===== src/rtl/booth_acc_if.sv =====
// booth_acc_if: product-in and result-out valid/ready bundle
// master = producer/consumer side, slave = accumulator side
interface booth_acc_if #(
    parameter int WIDTH     = 6,
    parameter int ACC_WIDTH = 14
);
    logic                   in_valid;
    logic                   in_ready;
    logic [2*WIDTH-1:0]     prod;
    logic                   out_valid;
    logic                   out_ready;
    logic [ACC_WIDTH-1:0]   acc_out;
    logic                   sat;

    modport master (
        output in_valid, prod, out_ready,
        input  in_ready, out_valid, acc_out, sat
    );

    modport slave (
        input  in_valid, prod, out_ready,
        output in_ready, out_valid, acc_out, sat
    );
endinterface


===== src/rtl/booth_acc.sv =====
// booth_acc: saturating dot-product accumulator behind the Booth multiplier
// sums LEN signed products, then holds the result until drained
module booth_acc #(
    parameter int WIDTH     = 6,
    parameter int LEN       = 16,
    parameter int ACC_WIDTH = 14
) (
    input  logic        clk,
    input  logic        rst_n,
    input  logic        clr,
    booth_acc_if.slave  bus
);
    localparam int PW = 2 * WIDTH;
    localparam int CW = (LEN > 1) ? $clog2(LEN) : 1;
    localparam int AW = ACC_WIDTH;

    localparam logic [CW-1:0] CNT_LAST = CW'(LEN - 1);
    localparam logic [AW-1:0] ACC_MAX  = {1'b0, {(AW-1){1'b1}}};
    localparam logic [AW-1:0] ACC_MIN  = {1'b1, {(AW-1){1'b0}}};

    typedef enum logic {
        ACCUM = 1'b0,
        HOLD  = 1'b1
    } state_e;

    state_e          state_q, state_d;
    logic [CW-1:0]   cnt_q, cnt_d;
    logic [AW-1:0]   acc_q, acc_d;
    logic            sat_r_q, sat_r_d;
    logic [AW-1:0]   acc_out_q, acc_out_d;
    logic            sat_q, sat_d;

    logic            in_ready;
    logic            out_valid;
    logic            accept;
    logic            first_beat;
    logic            last_beat;
    logic [AW-1:0]   prod_ext;
    logic [AW:0]     wide_sum;
    logic            clamp;
    logic [AW-1:0]   beat_sum;
    logic            beat_sat;

    assign accept     = bus.in_valid && in_ready;
    assign first_beat = (cnt_q == '0);
    assign last_beat  = (cnt_q == CNT_LAST);

    assign bus.in_ready  = in_ready;
    assign bus.out_valid = out_valid;
    assign bus.acc_out   = acc_out_q;
    assign bus.sat       = sat_q;

    // State register; reset drops out_valid without waiting for a clock.
    always_ff @(posedge clk or negedge rst_n) begin
        if (!rst_n) begin
            state_q <= ACCUM;
        end else begin
            state_q <= state_d;
        end
    end

    // Next state: clr wins, last beat enters HOLD, a drain leaves it.
    always_comb begin
        state_d = state_q;
        if (clr) begin
            state_d = ACCUM;
        end else if (accept && last_beat) begin
            state_d = HOLD;
        end else if (state_q == HOLD && bus.out_ready) begin
            state_d = ACCUM;
        end
    end

    // Handshake outputs; in_ready never depends on in_valid.
    always_comb begin
        in_ready  = 1'b0;
        out_valid = 1'b0;
        unique case (state_q)
            ACCUM: begin
                in_ready = !clr;
            end
            HOLD: begin
                out_valid = 1'b1;
                in_ready  = bus.out_ready && !clr;
            end
        endcase
    end

    // One beat of saturating accumulation; first beat of a group loads.
    always_comb begin
        prod_ext = AW'($signed(bus.prod[PW-1:0]));
        wide_sum = {acc_q[AW-1], acc_q} + {prod_ext[AW-1], prod_ext};
        clamp    = (wide_sum[AW] != wide_sum[AW-1]);
        beat_sum = wide_sum[AW-1:0];
        beat_sat = sat_r_q;
        if (first_beat) begin
            beat_sum = prod_ext;
            beat_sat = 1'b0;
        end else if (clamp) begin
            beat_sum = wide_sum[AW] ? ACC_MIN : ACC_MAX;
            beat_sat = 1'b1;
        end
    end

    // Datapath next values: partial sum, beat count and held result.
    always_comb begin
        cnt_d     = cnt_q;
        acc_d     = acc_q;
        sat_r_d   = sat_r_q;
        acc_out_d = acc_out_q;
        sat_d     = sat_q;
        if (clr) begin
            cnt_d     = '0;
            acc_d     = '0;
            sat_r_d   = 1'b0;
            acc_out_d = '0;
            sat_d     = 1'b0;
        end else if (accept) begin
            acc_d   = beat_sum;
            sat_r_d = beat_sat;
            if (last_beat) begin
                cnt_d     = '0;
                acc_out_d = beat_sum;
                sat_d     = beat_sat;
            end else begin
                cnt_d = cnt_q + CW'(1);
            end
        end
    end

    // Datapath registers.
    always_ff @(posedge clk or negedge rst_n) begin
        if (!rst_n) begin
            cnt_q     <= '0;
            acc_q     <= '0;
            sat_r_q   <= 1'b0;
            acc_out_q <= '0;
            sat_q     <= 1'b0;
        end else begin
            cnt_q     <= cnt_d;
            acc_q     <= acc_d;
            sat_r_q   <= sat_r_d;
            acc_out_q <= acc_out_d;
            sat_q     <= sat_d;
        end
    end
endmodule


===== src/flat_wrapper.sv =====
// flat-port wrapper written by rule: the top's interface ports become plain ports
module booth_acc_flat 
#(
    parameter int WIDTH     = 6,
    parameter int LEN       = 16,
    parameter int ACC_WIDTH = 14
)
  (clk, rst_n, clr, bus_in_valid, bus_prod, bus_out_ready, bus_in_ready, bus_out_valid, bus_acc_out, bus_sat);
  booth_acc_if #(.WIDTH(WIDTH), .ACC_WIDTH(ACC_WIDTH)) bus_i ();
  input  logic clk;
  input  logic rst_n;
  input  logic clr;
  input wire logic [$bits(bus_i.in_valid)-1:0] bus_in_valid;
  input wire logic [$bits(bus_i.prod)-1:0] bus_prod;
  input wire logic [$bits(bus_i.out_ready)-1:0] bus_out_ready;
  output wire logic [$bits(bus_i.in_ready)-1:0] bus_in_ready;
  output wire logic [$bits(bus_i.out_valid)-1:0] bus_out_valid;
  output wire logic [$bits(bus_i.acc_out)-1:0] bus_acc_out;
  output wire logic [$bits(bus_i.sat)-1:0] bus_sat;
  assign bus_i.in_valid = bus_in_valid;
  assign bus_i.prod = bus_prod;
  assign bus_i.out_ready = bus_out_ready;
  assign bus_in_ready = bus_i.in_ready;
  assign bus_out_valid = bus_i.out_valid;
  assign bus_acc_out = bus_i.acc_out;
  assign bus_sat = bus_i.sat;
  booth_acc #(.WIDTH(WIDTH), .LEN(LEN), .ACC_WIDTH(ACC_WIDTH)) u_core (.clk(clk), .rst_n(rst_n), .clr(clr), .bus(bus_i));
endmodule

===== config.mk =====
export PLATFORM = sky130hd
export DESIGN_NAME = booth_acc_flat
export DESIGN_NICKNAME = d
export VERILOG_FILES = /design/src/rtl/booth_acc_if.sv /design/src/rtl/booth_acc.sv /design/src/flat_wrapper.sv
export SDC_FILE = /design/constraint.sdc
export NUM_CORES = 1
export LEC_CHECK = 0
export CORE_MARGIN = 2
export CORE_UTILIZATION = 40
export DETAILED_ROUTE_END_ITERATION = 6
export PLACE_DENSITY_LB_ADDON = 0.1
export SLEW_MARGIN = 40
export SYNTH_ARGS = -nofsm -noshare
export SYNTH_HDL_FRONTEND = slang
export SYNTH_SLANG_ARGS = --single-unit
export TNS_END_PERCENT = 100

===== constraint.sdc =====
create_clock -name clk -period 4.1 [get_ports clk]
set_input_delay 0.82 -clock clk [delete_from_list [all_inputs] [get_ports clk]]
set_output_delay 0.82 -clock clk [all_outputs]
set_load 0.01 [all_outputs]

==> results of run 1 <==
==> per-stage QoR <==
step	instances	instance area (µm²)	hold WS (ns)	total power [mW]
2_1_floorplan	279	2392	0.4473	0.7079
3_3_place_gp	381	2800	0.4659	0.8199
3_5_place_dp	382	2820	0.4708	0.8200
4_1_cts	390	2902	0.4338	1.063
5_1_grt	390	2902	0.4460	1.135
6_report	390	2902	0.4274	1.063
==> routing by layer <==
metal	global-route usage [%]	vias to the layer above
li1	-	1087
met5	0	-
met4	4.576	0
met2	32.13	54
met3	4.333	2
met1	31.05	1064
==> kinds of logic (layout without fill, tap and decap cells) <==
kind of cell | after synthesis | count (layout) | share of synthesized area, %
compound gates | 105 | 105 | 29.66
buf+inv | 23 | 59 | 3.766
simple gates | 90 | 90 | 17.47
fa+ha+maj | 17 | 17 | 9.205
flops | 35 | 35 | 36.61
xor+xnor | 9 | 9 | 3.295
==> flip-flops by register name, summed over array words and instances (netlist names) <==
register,flops
u_core.bus.acc_out,14
u_core.state_q,1
u_core.acc_q,14
u_core.bus.sat,1
u_core.cnt_q,4
u_core.sat_r_q,1
==> synthesized netlist by cell type (2+ instances only) <==
library cell  count  area, µm²
a211oi_1          2      15.01
a21o_1            4      30.03
a21oi_1          33      165.2
a31oi_1           5      31.28
and2_1            2      12.51
and3_1            5      31.28
clkbuf_1          8      30.03
dfrtp_1          35      875.8
ha_1             16      200.2
inv_1            13      48.80
nand2_1          30      112.6
nand2b_1          3      18.77
nand3_1           8      40.04
nor2_1           26      97.59
nor2b_1           3      18.77
nor3_1            2      10.01
nor4_1            2      12.51
o211ai_1          4      30.03
o21ai_0          28      140.1
o21ai_2           2      17.52
o31ai_1           5      37.54
o41ai_1           3      26.28
o41ai_2           2      32.53
or3_1             3      18.77
xnor2_1           7      61.31
xor2_1            2      17.52
==> layout by cell type (no fill, tap or decap), types with 2 or more instances in the layout <==
cell             instances
o21ai_0                 28
xnor2_1                  7
nor3_1                   2
clkdlybuf4s50_1         32
clkbuf_1                 2
clkbuf_8                 5
a21oi_1                 33
and2_1                   2
or3_1                    3
dfrtp_1                 35
ha_1                    16
nor2_1                  26
nand3_1                  8
inv_1                   13
nor2b_1                  3
and3_1                   5
nand2_1                 30
nand2b_1                 3
a21o_1                   4
o21ai_2                  2
o41ai_1                  3
a211oi_1                 2
o211ai_1                 4
nor4_1                   2
o41ai_2                  2
xor2_1                   2
o31ai_1                  5
buf_4                    4
a31oi_1                  5
==> report_power, final <==
part	switching, mW	leakage, nW	total [mW]	internal [mW]
logic	0.267	0.753	0.433	0.165
registers	0.0173	0.476	0.389	0.372
clock network	0.122	0.0422	0.241	0.119
==> path summary, 6_finish.rpt <==
| path | from | to | slack, ns |
|---|---|---|---|
| setup / recovery | bus_prod[0] | u_core.acc_q[9] | 0.46 |
| hold / removal | rst_n | u_core.bus.acc_out[3] | 0.43 |
| setup reg to reg | u_core.acc_q[0] | u_core.acc_q[9] | 1.15 |
| hold reg to reg | u_core.bus.acc_out[7] | u_core.bus.acc_out[7] | 0.48 |
| max in group asynchronous | rst_n | u_core.bus.sat | 3.23 |
| min in group clk | u_core.bus.acc_out[7] | u_core.bus.acc_out[7] | 0.48 |
==> final cells by class <==
cell class | count | area (µm²)
clock buffers | 7 | 76.32
clock inverters | 1 | 5.005
fillers | 573 | 2949
inverters | 13 | 48.80
multi-input cells | 221 | 1426
flip-flops and latches | 35 | 875.8
well taps | 75 | 93.84
repair buffers | 38 | 375.4
==> flow_metrics.tcl, run 1 <==
set metrics [dict create \
    cp_cell_sequence "clkdlybuf4s50_1 -> ha_1 -> inv_1 -> fa_1 -> nand2b_1 -> a21oi_2 -> o211ai_1 -> a221o_2 -> o21ai_2 -> o21ai_2 -> o41ai_1" \
    cp_top_family "compound AO/OA/AOI/OAI gates" \
    dp_slack_ns 0.1538 \
    ctsResizeCount 0 \
    p_leak_nw 1.271 \
    cts_buffers 5 \
    met3WireLength_um 263 \
    highest_layer "met4" \
    worstHoldPathType "input pin to asynchronous set/reset pin" \
    drt-initial-drc-count 116 \
    synth_nets 313 \
    ir_drop_v 0.0001306 \
    place_hpwl_um 4723 \
    synth_seq_cells 35 \
    outcome "completed" \
    drc 0 \
    core-area_um2 5851 \
    critical_path_arrival_ns 3.82 \
    io_pins 34 \
    grt_max_degree 24 \
    rr_worst_depth 10 \
    syn_to_final_growth_pct 21.29 \
    die_y_um 81.34 \
    cp.required_ns 4.28 \
    drtAntennaViolNets 0 \
    rows 28 \
    end_kind "flop" \
    met1_length_um 3248 \
    max_stage_delay_ns 0.49 \
    report.final.slew_viol_count 0 \
    dieArea_um2 6615 \
    fin_util_pct 49.59 \
    firstDrtPassIters 4 \
    avgViaCountPerCell 5.659 \
    ys_warn_count 0 \
    crit_path_frequent_cell "o21ai_2" \
    finalClockSkew_ns 0.008084 \
    p_per_area_nw_per_um2 366.4 \
    diodes 0 \
    wl_met2_um 2844 \
    hold_viol_final 0 \
    cap_violations 0 \
    routed_wl_um 6389 \
    port-buffer-count 33 \
    clk_pin_slew_ns 0.07 \
    min_period_over_period_pct 88.81 \
    routedWlPerCell_um 16.38 \
    fin_crit_ns 3.641 \
    max_clock_freq_mhz 274.6 \
    drive_above_1_share_pct 7.619 \
    cts_root_buf "clkbuf_8" \
    clockBufferDepth 2 \
    finalSetupTns_ns 0 \
    h-tree-depth 2 \
    vias 2207 \
    cts_tree "yes" \
    track_usage_pct 21.20 \
    ys.flop_type "dfrtp_1" \
    rsz0062_at_grt "no" \
    yosysSeqAreaShare_pct 36.61 \
    start_kind "input pin" \
    synth_edf_count 0 \
    async_flop_share_pct 100.0 \
    cp_max_fo 16 \
    slowest_stage "clkdlybuf4s50_1" \
    grt_overflow 0 \
    cts-hold-fix-buffers 0 \
    grt_pass1_wl_um 10620 \
    die_w_um 81.34 \
    setup_slack_ns 0.4586 \
    path_depth 11 \
    netlist-cell-type-count 52 \
    syn_inst 279 \
    synth_area_per_cell_um2 8.575 \
    place_congestion 0.7910 \
    slew_headroom_pct 60.34 \
    antenna_found_initial 0 \
    syn-cell-area_um2 2392 \
    clock_sinks 35 \
    tightest_slew_ns 0.5942 \
    crit_buf_inv 2 \
    clock_latency_ns 0.28 \
    num-nets-final 348 \
    start_util_pct 40.89 \
    grt_pass1_vias 2121 \
    crit_type "input pin to flop" \
    cts_setup_buffers 0 \
    setup_violations 0 \
]
No activity file was read; power rests on OpenSTA's default activity.
==> run 2, diff against run 1 <==
CAP_MARGIN = 15   (was default)
GPL_TIMING_DRIVEN = 0   (was default)
==> run 2 against run 1 <==
Maximum frequency decreased by 1.5%; highest routed layer unchanged; wire length increased by 2.2%; sequential power about the same; critical path depth unchanged; largest power group unchanged.
==> flow_metrics.tcl, run 2 (synthesized netlist as in run 1, its figures left out) <==
set metrics [dict create \
    outcome "completed" \
    p_per_area_nw_per_um2 410.4 \
    antenna_found_initial 0 \
    setup_violations 0 \
    h-tree-depth 2 \
    firstDrtPassIters 4 \
    cts_buffers 5 \
    port-buffer-count 32 \
    start_kind "input pin" \
    grt_pass1_wl_um 10770 \
    crit_type "input pin to flop" \
    cp.required_ns 4.28 \
    clockBufferDepth 2 \
    p_leak_nw 1.276 \
    io_pins 34 \
    ctsResizeCount 0 \
    clock_latency_ns 0.29 \
    drtAntennaViolNets 0 \
    slew_headroom_pct 59.44 \
    final_area_um2 2940 \
    dpl_cell_area_um2 2804 \
    rsz0062_at_grt "no" \
    end_kind "flop" \
    layout_commonest_cell "dfrtp_1" \
    cts_tree "yes" \
    routedWlPerCell_um 16.57 \
    grt_pass1_vias 2172 \
    vias 2223 \
    die_y_um 81.34 \
    layout_common_cells "35 x dfrtp_1, 33 x a21oi_1, 31 x clkdlybuf4s50_1, 30 x nand2_1, 28 x o21ai_0" \
    grt_overflow 0 \
    timing.rr.end "u_core.acc_q[9]" \
    clk_pin_slew_ns 0.08 \
    start_util_pct 40.89 \
    hold_viol_final 0 \
    syn_to_final_growth_pct 22.91 \
    max_clock_freq_mhz 270.5 \
    avgViaCountPerCell 5.642 \
    dieArea_um2 6615 \
    drt-initial-drc-count 183 \
    r2r_slack_ns 1.07 \
    ir_drop_v 0.0001766 \
    die_w_um 81.34 \
    fillers 549 \
    worstReg2RegStart "u_core.acc_q[0]" \
    num-nets-final 352 \
    fin_crit_ns 3.697 \
    clock_sinks 35 \
    tightest_slew_ns 0.6084 \
    report.final.slew_viol_count 0 \
    worstHoldPathType "input pin to asynchronous set/reset pin" \
    drc 0 \
    cts_root_buf "clkbuf_8" \
    place_congestion 0.8543 \
    drive_above_1_share_pct 6.897 \
    core-area_um2 5851 \
    rr_worst_depth 10 \
    routed_wl_um 6529 \
    grt_max_degree 36 \
    cts_setup_buffers 0 \
    cp_max_fo 7 \
    cts-hold-fix-buffers 0 \
    min_period_over_period_pct 90.18 \
    finalSetupTns_ns 0 \
    place_hpwl_um 4728 \
    rows 28 \
    finalClockSkew_ns 0.005287 \
    diodes 0 \
    track_usage_pct 21.62 \
    cap_violations 0 \
    critical_path_arrival_ns 3.87 \
]
==> run 2: changes by cell type in the layout (fill, tap and decap cells not counted) <==
cell / delta
buf_4: -2
buf_12: -1
buf_2: -1
clkinvlp_4: +1
buf_1: +1
clkbuf_1: +6
bufinv_16: +2
clkdlybuf4s50_1: -1
clkinv_2: -1
==> run 2: worst max-delay path by stage <==
| stage | from | endpoint | cells past startpoint |
|---|---|---|---|
| 2_1_floorplan | bus_prod[0] | u_core.acc_q[3] | 10 |
| 3_3_place_gp | bus_prod[0] | u_core.acc_q[9] | 11 |
| 3_5_place_dp | bus_prod[0] | u_core.acc_q[9] | 11 |
| 4_1_cts | bus_prod[0] | u_core.acc_q[9] | 11 |
| 5_1_grt | bus_prod[0] | u_core.acc_q[9] | 11 |
| 6_report | bus_prod[0] | u_core.acc_q[9] | 11 |
==> run 2: final cells by class <==
class	count	area [µm²]	share of cell area [%]
multi-input cells	221	1426	48.51
flip-flops and latches	35	875.8	29.79
repair buffers	32	317.8	10.81
well taps	75	93.84	3.191
clock buffers	5	68.82	2.340
clock inverters	3	67.56	2.298
inverters	13	48.80	1.660
plain buffers	10	41.29	1.404
==> run 2: stage by stage <==
| stage | hold WS (ns) | power (mW) | setup slack (ns) | instances | util, % |
|---|---|---|---|---|---|
| floorplan | 0.4473 | 0.7079 | 1.065 | 279 | - |
| global placement | 0.4632 | 0.8236 | 0.1059 | 386 | 47.97 |
| detailed placement | 0.4692 | 0.8247 | 0.1177 | 386 | 47.93 |
| CTS | 0.4877 | 1.214 | 0.3968 | 394 | 50.26 |
| global route | 0.5105 | 1.282 | 0.1785 | 394 | 50.26 |
| finish | 0.4756 | 1.207 | 0.4025 | 394 | 50.26 |
==> run 2: worst max-delay path: stages <==
cell             delay (ns)
clkdlybuf4s50_1        0.48
ha_1                   0.17
inv_1                  0.05
fa_1                   0.40
nand2b_1               0.20
a21oi_2                0.23
o211ai_1               0.16
a221o_2                0.45
o31ai_4                0.42
nor2_1                 0.13
o41ai_1                0.35
==> run 2: metal layers <==
metal | share of wire, % | wire length (µm) | GRT usage (%)
met5 | 0 | 0 | 0
met4 | 1.7 | 111 | 8.983
met2 | 47 | 3070 | 34.10
met1 | 47 | 3054 | 29.31
met3 | 4.5 | 292 | 3.556
==> run 2: power breakdown <==
| part | internal, mW | switching (mW) | leakage (nW) | total (mW) |
|---|---|---|---|---|
| Sequential | 0.371 | 0.0171 | 0.476 | 0.388 |
| Combinational | 0.167 | 0.269 | 0.735 | 0.436 |
| Clock | 0.243 | 0.139 | 0.0644 | 0.382 |
==> run 3, diff against run 2 <==
RECOVER_POWER = 100   (was default)
==> run 3 against run 2 <==
The flow now finishes with violations (capacitance limit, slew limit); worst setup slack worse by 0.059 ns; first-iteration DRC count is 3.3% lower; sequential share of layout area increased by 0.24 points; clock skew about the same; critical path depth up 1; utilization shrank 0.41 points.
==> flow_metrics.tcl, run 3 (synthesized netlist as in run 1, its figures left out) <==
set metrics [dict create \
    cts-hold-fix-buffers 0 \
    die_w_um 81.34 \
    critPathLaunch "bus_prod[0]" \
    min_to "u_core.bus.acc_out[2]" \
    track_usage_pct 21.62 \
    p_int_mw 0.7746 \
    grt_pass1_wl_um 10770 \
    clockBufferDepth 2 \
    drtAntennaViolNets 0 \
    avgViaCountPerCell 5.569 \
    power_mw 1.198 \
    finalNonFillerCells 394 \
    clock_latency_ns 0.29 \
    p_comb_share_pct 35.8 \
    worstHoldPathType "flop to flop" \
    multiInputGateArea_um2 1410 \
    die_y_um 81.34 \
    p_sw_share_pct 35.35 \
    core-area_um2 5851 \
    cts_buffers 5 \
    grt_pass1_vias 2172 \
    setup_violations 0 \
    rr_worst_depth 11 \
    firstDrtPassIters 4 \
    fillers 553 \
    min_period_over_period_pct 91.62 \
    p_sw_mw 0.4235 \
    vias 2194 \
    diodes 0 \
    cp_top_family "compound AO/OA/AOI/OAI gates" \
    rows 28 \
    clock_sinks 35 \
    critical_path_arrival_ns 3.97 \
    tightest_slew_ns 1.968 \
    seqCellArea_um2 875.8 \
    ir_drop_v 0.0001764 \
    cts_setup_buffers 0 \
    hold_viol_final 0 \
    finalClockSkew_ns 0.005271 \
    cts_root_buf "clkbuf_8" \
    p_leak_nw 1.314 \
    r2r_slack_ns 1.02 \
    fin_crit_ns 3.756 \
    finalSetupTns_ns 0 \
    max_stage_delay_ns 0.48 \
    max_clock_freq_mhz 266.2 \
    drive_above_1_share_pct 5.329 \
    path_depth 12 \
    power_frac_seq_pct 32.4 \
    grt_max_degree 36 \
    end_kind "flop" \
    crit_buf_inv 3 \
    drc 0 \
    holdPathStages 2 \
    worstReg2RegStart "u_core.acc_q[0]" \
    cp.required_ns 4.31 \
    clk_pin_slew_ns 0.08 \
    cp_cell_sequence "clkdlybuf4s50_1 -> ha_1 -> inv_1 -> fa_1 -> nand2b_1 -> a21oi_2 -> o211ai_1 -> a221o_1 -> o21ai_2 -> clkbuf_1 -> o21ai_0 -> a21oi_1" \
    port-buffer-count 32 \
    cts_tree "yes" \
    crit_type "input pin to flop" \
    ctsResizeCount 0 \
    h-tree-depth 2 \
    outcome "complete, but fails checks" \
    antenna_found_initial 0 \
    place_inst 386 \
    routed_wl_um 6545 \
    report.final.slew_viol_count 36 \
    syn_to_final_growth_pct 21.91 \
    rsz0062_at_grt "no" \
    drt-initial-drc-count 177 \
    place_hpwl_um 4728 \
    start_kind "input pin" \
    io_pins 34 \
    layout_commonest_cell "dfrtp_1" \
    clkPwrFrac_pct 31.8 \
    p_per_area_nw_per_um2 410.8 \
    routedWlPerCell_um 16.61 \
    cap_violations 1 \
    layout_common_cells "35 x dfrtp_1, 33 x a21oi_1, 30 x nand2_1, 28 x o21ai_0, 26 x nor2_1" \
    place_congestion 0.8543 \
    worstHoldStart "u_core.bus.acc_out[2]" \
    grt_overflow 0 \
    start_util_pct 40.89 \
    slowest_stage "clkdlybuf4s50_1" \
    violations "capacitance limit, slew limit" \
    dieArea_um2 6615 \
    slew_headroom_pct -31.21 \
    cp_max_fo 10 \
    num-nets-final 352 \
    timing.rr.end "u_core.bus.acc_out[8]" \
]
==> run 3: worst max-delay path by stage <==
stage and to:
3_3_place_gp u_core.acc_q[9], 5_1_grt u_core.acc_q[9], 3_5_place_dp u_core.acc_q[9], 2_1_floorplan u_core.acc_q[3], 6_report u_core.bus.acc_out[8], 4_1_cts u_core.acc_q[9]
==> run 3: area by class of cell <==
class                      instances  area share [%]
buffer                            10           1.287
clock buffer                       5           2.360
clock inverter                     3           2.317
inverter                          13           1.673
multi-input combinational        221           48.35
sequential                        35           30.03
tap                               75           3.218
timing repair buffer              32           10.77
==> run 3: per-layer routing <==
| layer | GRT usage (%) | share of wire, % | vias up |
|---|---|---|---|
| met5 | 0 | 0 | - |
| met1 | 29.31 | 49 | 1041 |
| met2 | 34.10 | 46 | 45 |
| li1 | - | - | 1102 |
| met4 | 8.983 | 1.4 | 0 |
| met3 | 3.556 | 3.3 | 6 |
==> run 3: worst min-delay path, cell delays in order, from the launching register on <==
cell and delay [ns]:
dfrtp_1 0.34, nand2_1 0.05, o31ai_1 0.05
==> run 3: power groups by stage <==
stage	sequential, mW	clock (mW)	combinational (mW)
2_1_floorplan	0.391	0	0.317
4_1_cts	0.388	0.391	0.434
3_3_place_gp	0.394	0	0.430
5_1_grt	0.393	0.407	0.473
3_5_place_dp	0.395	0	0.430
6_report	0.389	0.381	0.429
==> run 3: per-stage QoR <==
step | cell area, µm² | util (%) | setup slack (ns) | hold slack, ns
final | 2917 | 49.85 | 0.3437 | 0.4768
after CTS | 2940 | 50.26 | 0.3968 | 0.4877
after global placement | 2806 | 47.97 | 0.1059 | 0.4632
after detailed placement | 2804 | 47.93 | 0.1177 | 0.4692
after global routing | 2917 | 49.85 | 0.1388 | 0.5054
after floorplan | 2392 | - | 1.065 | 0.4473
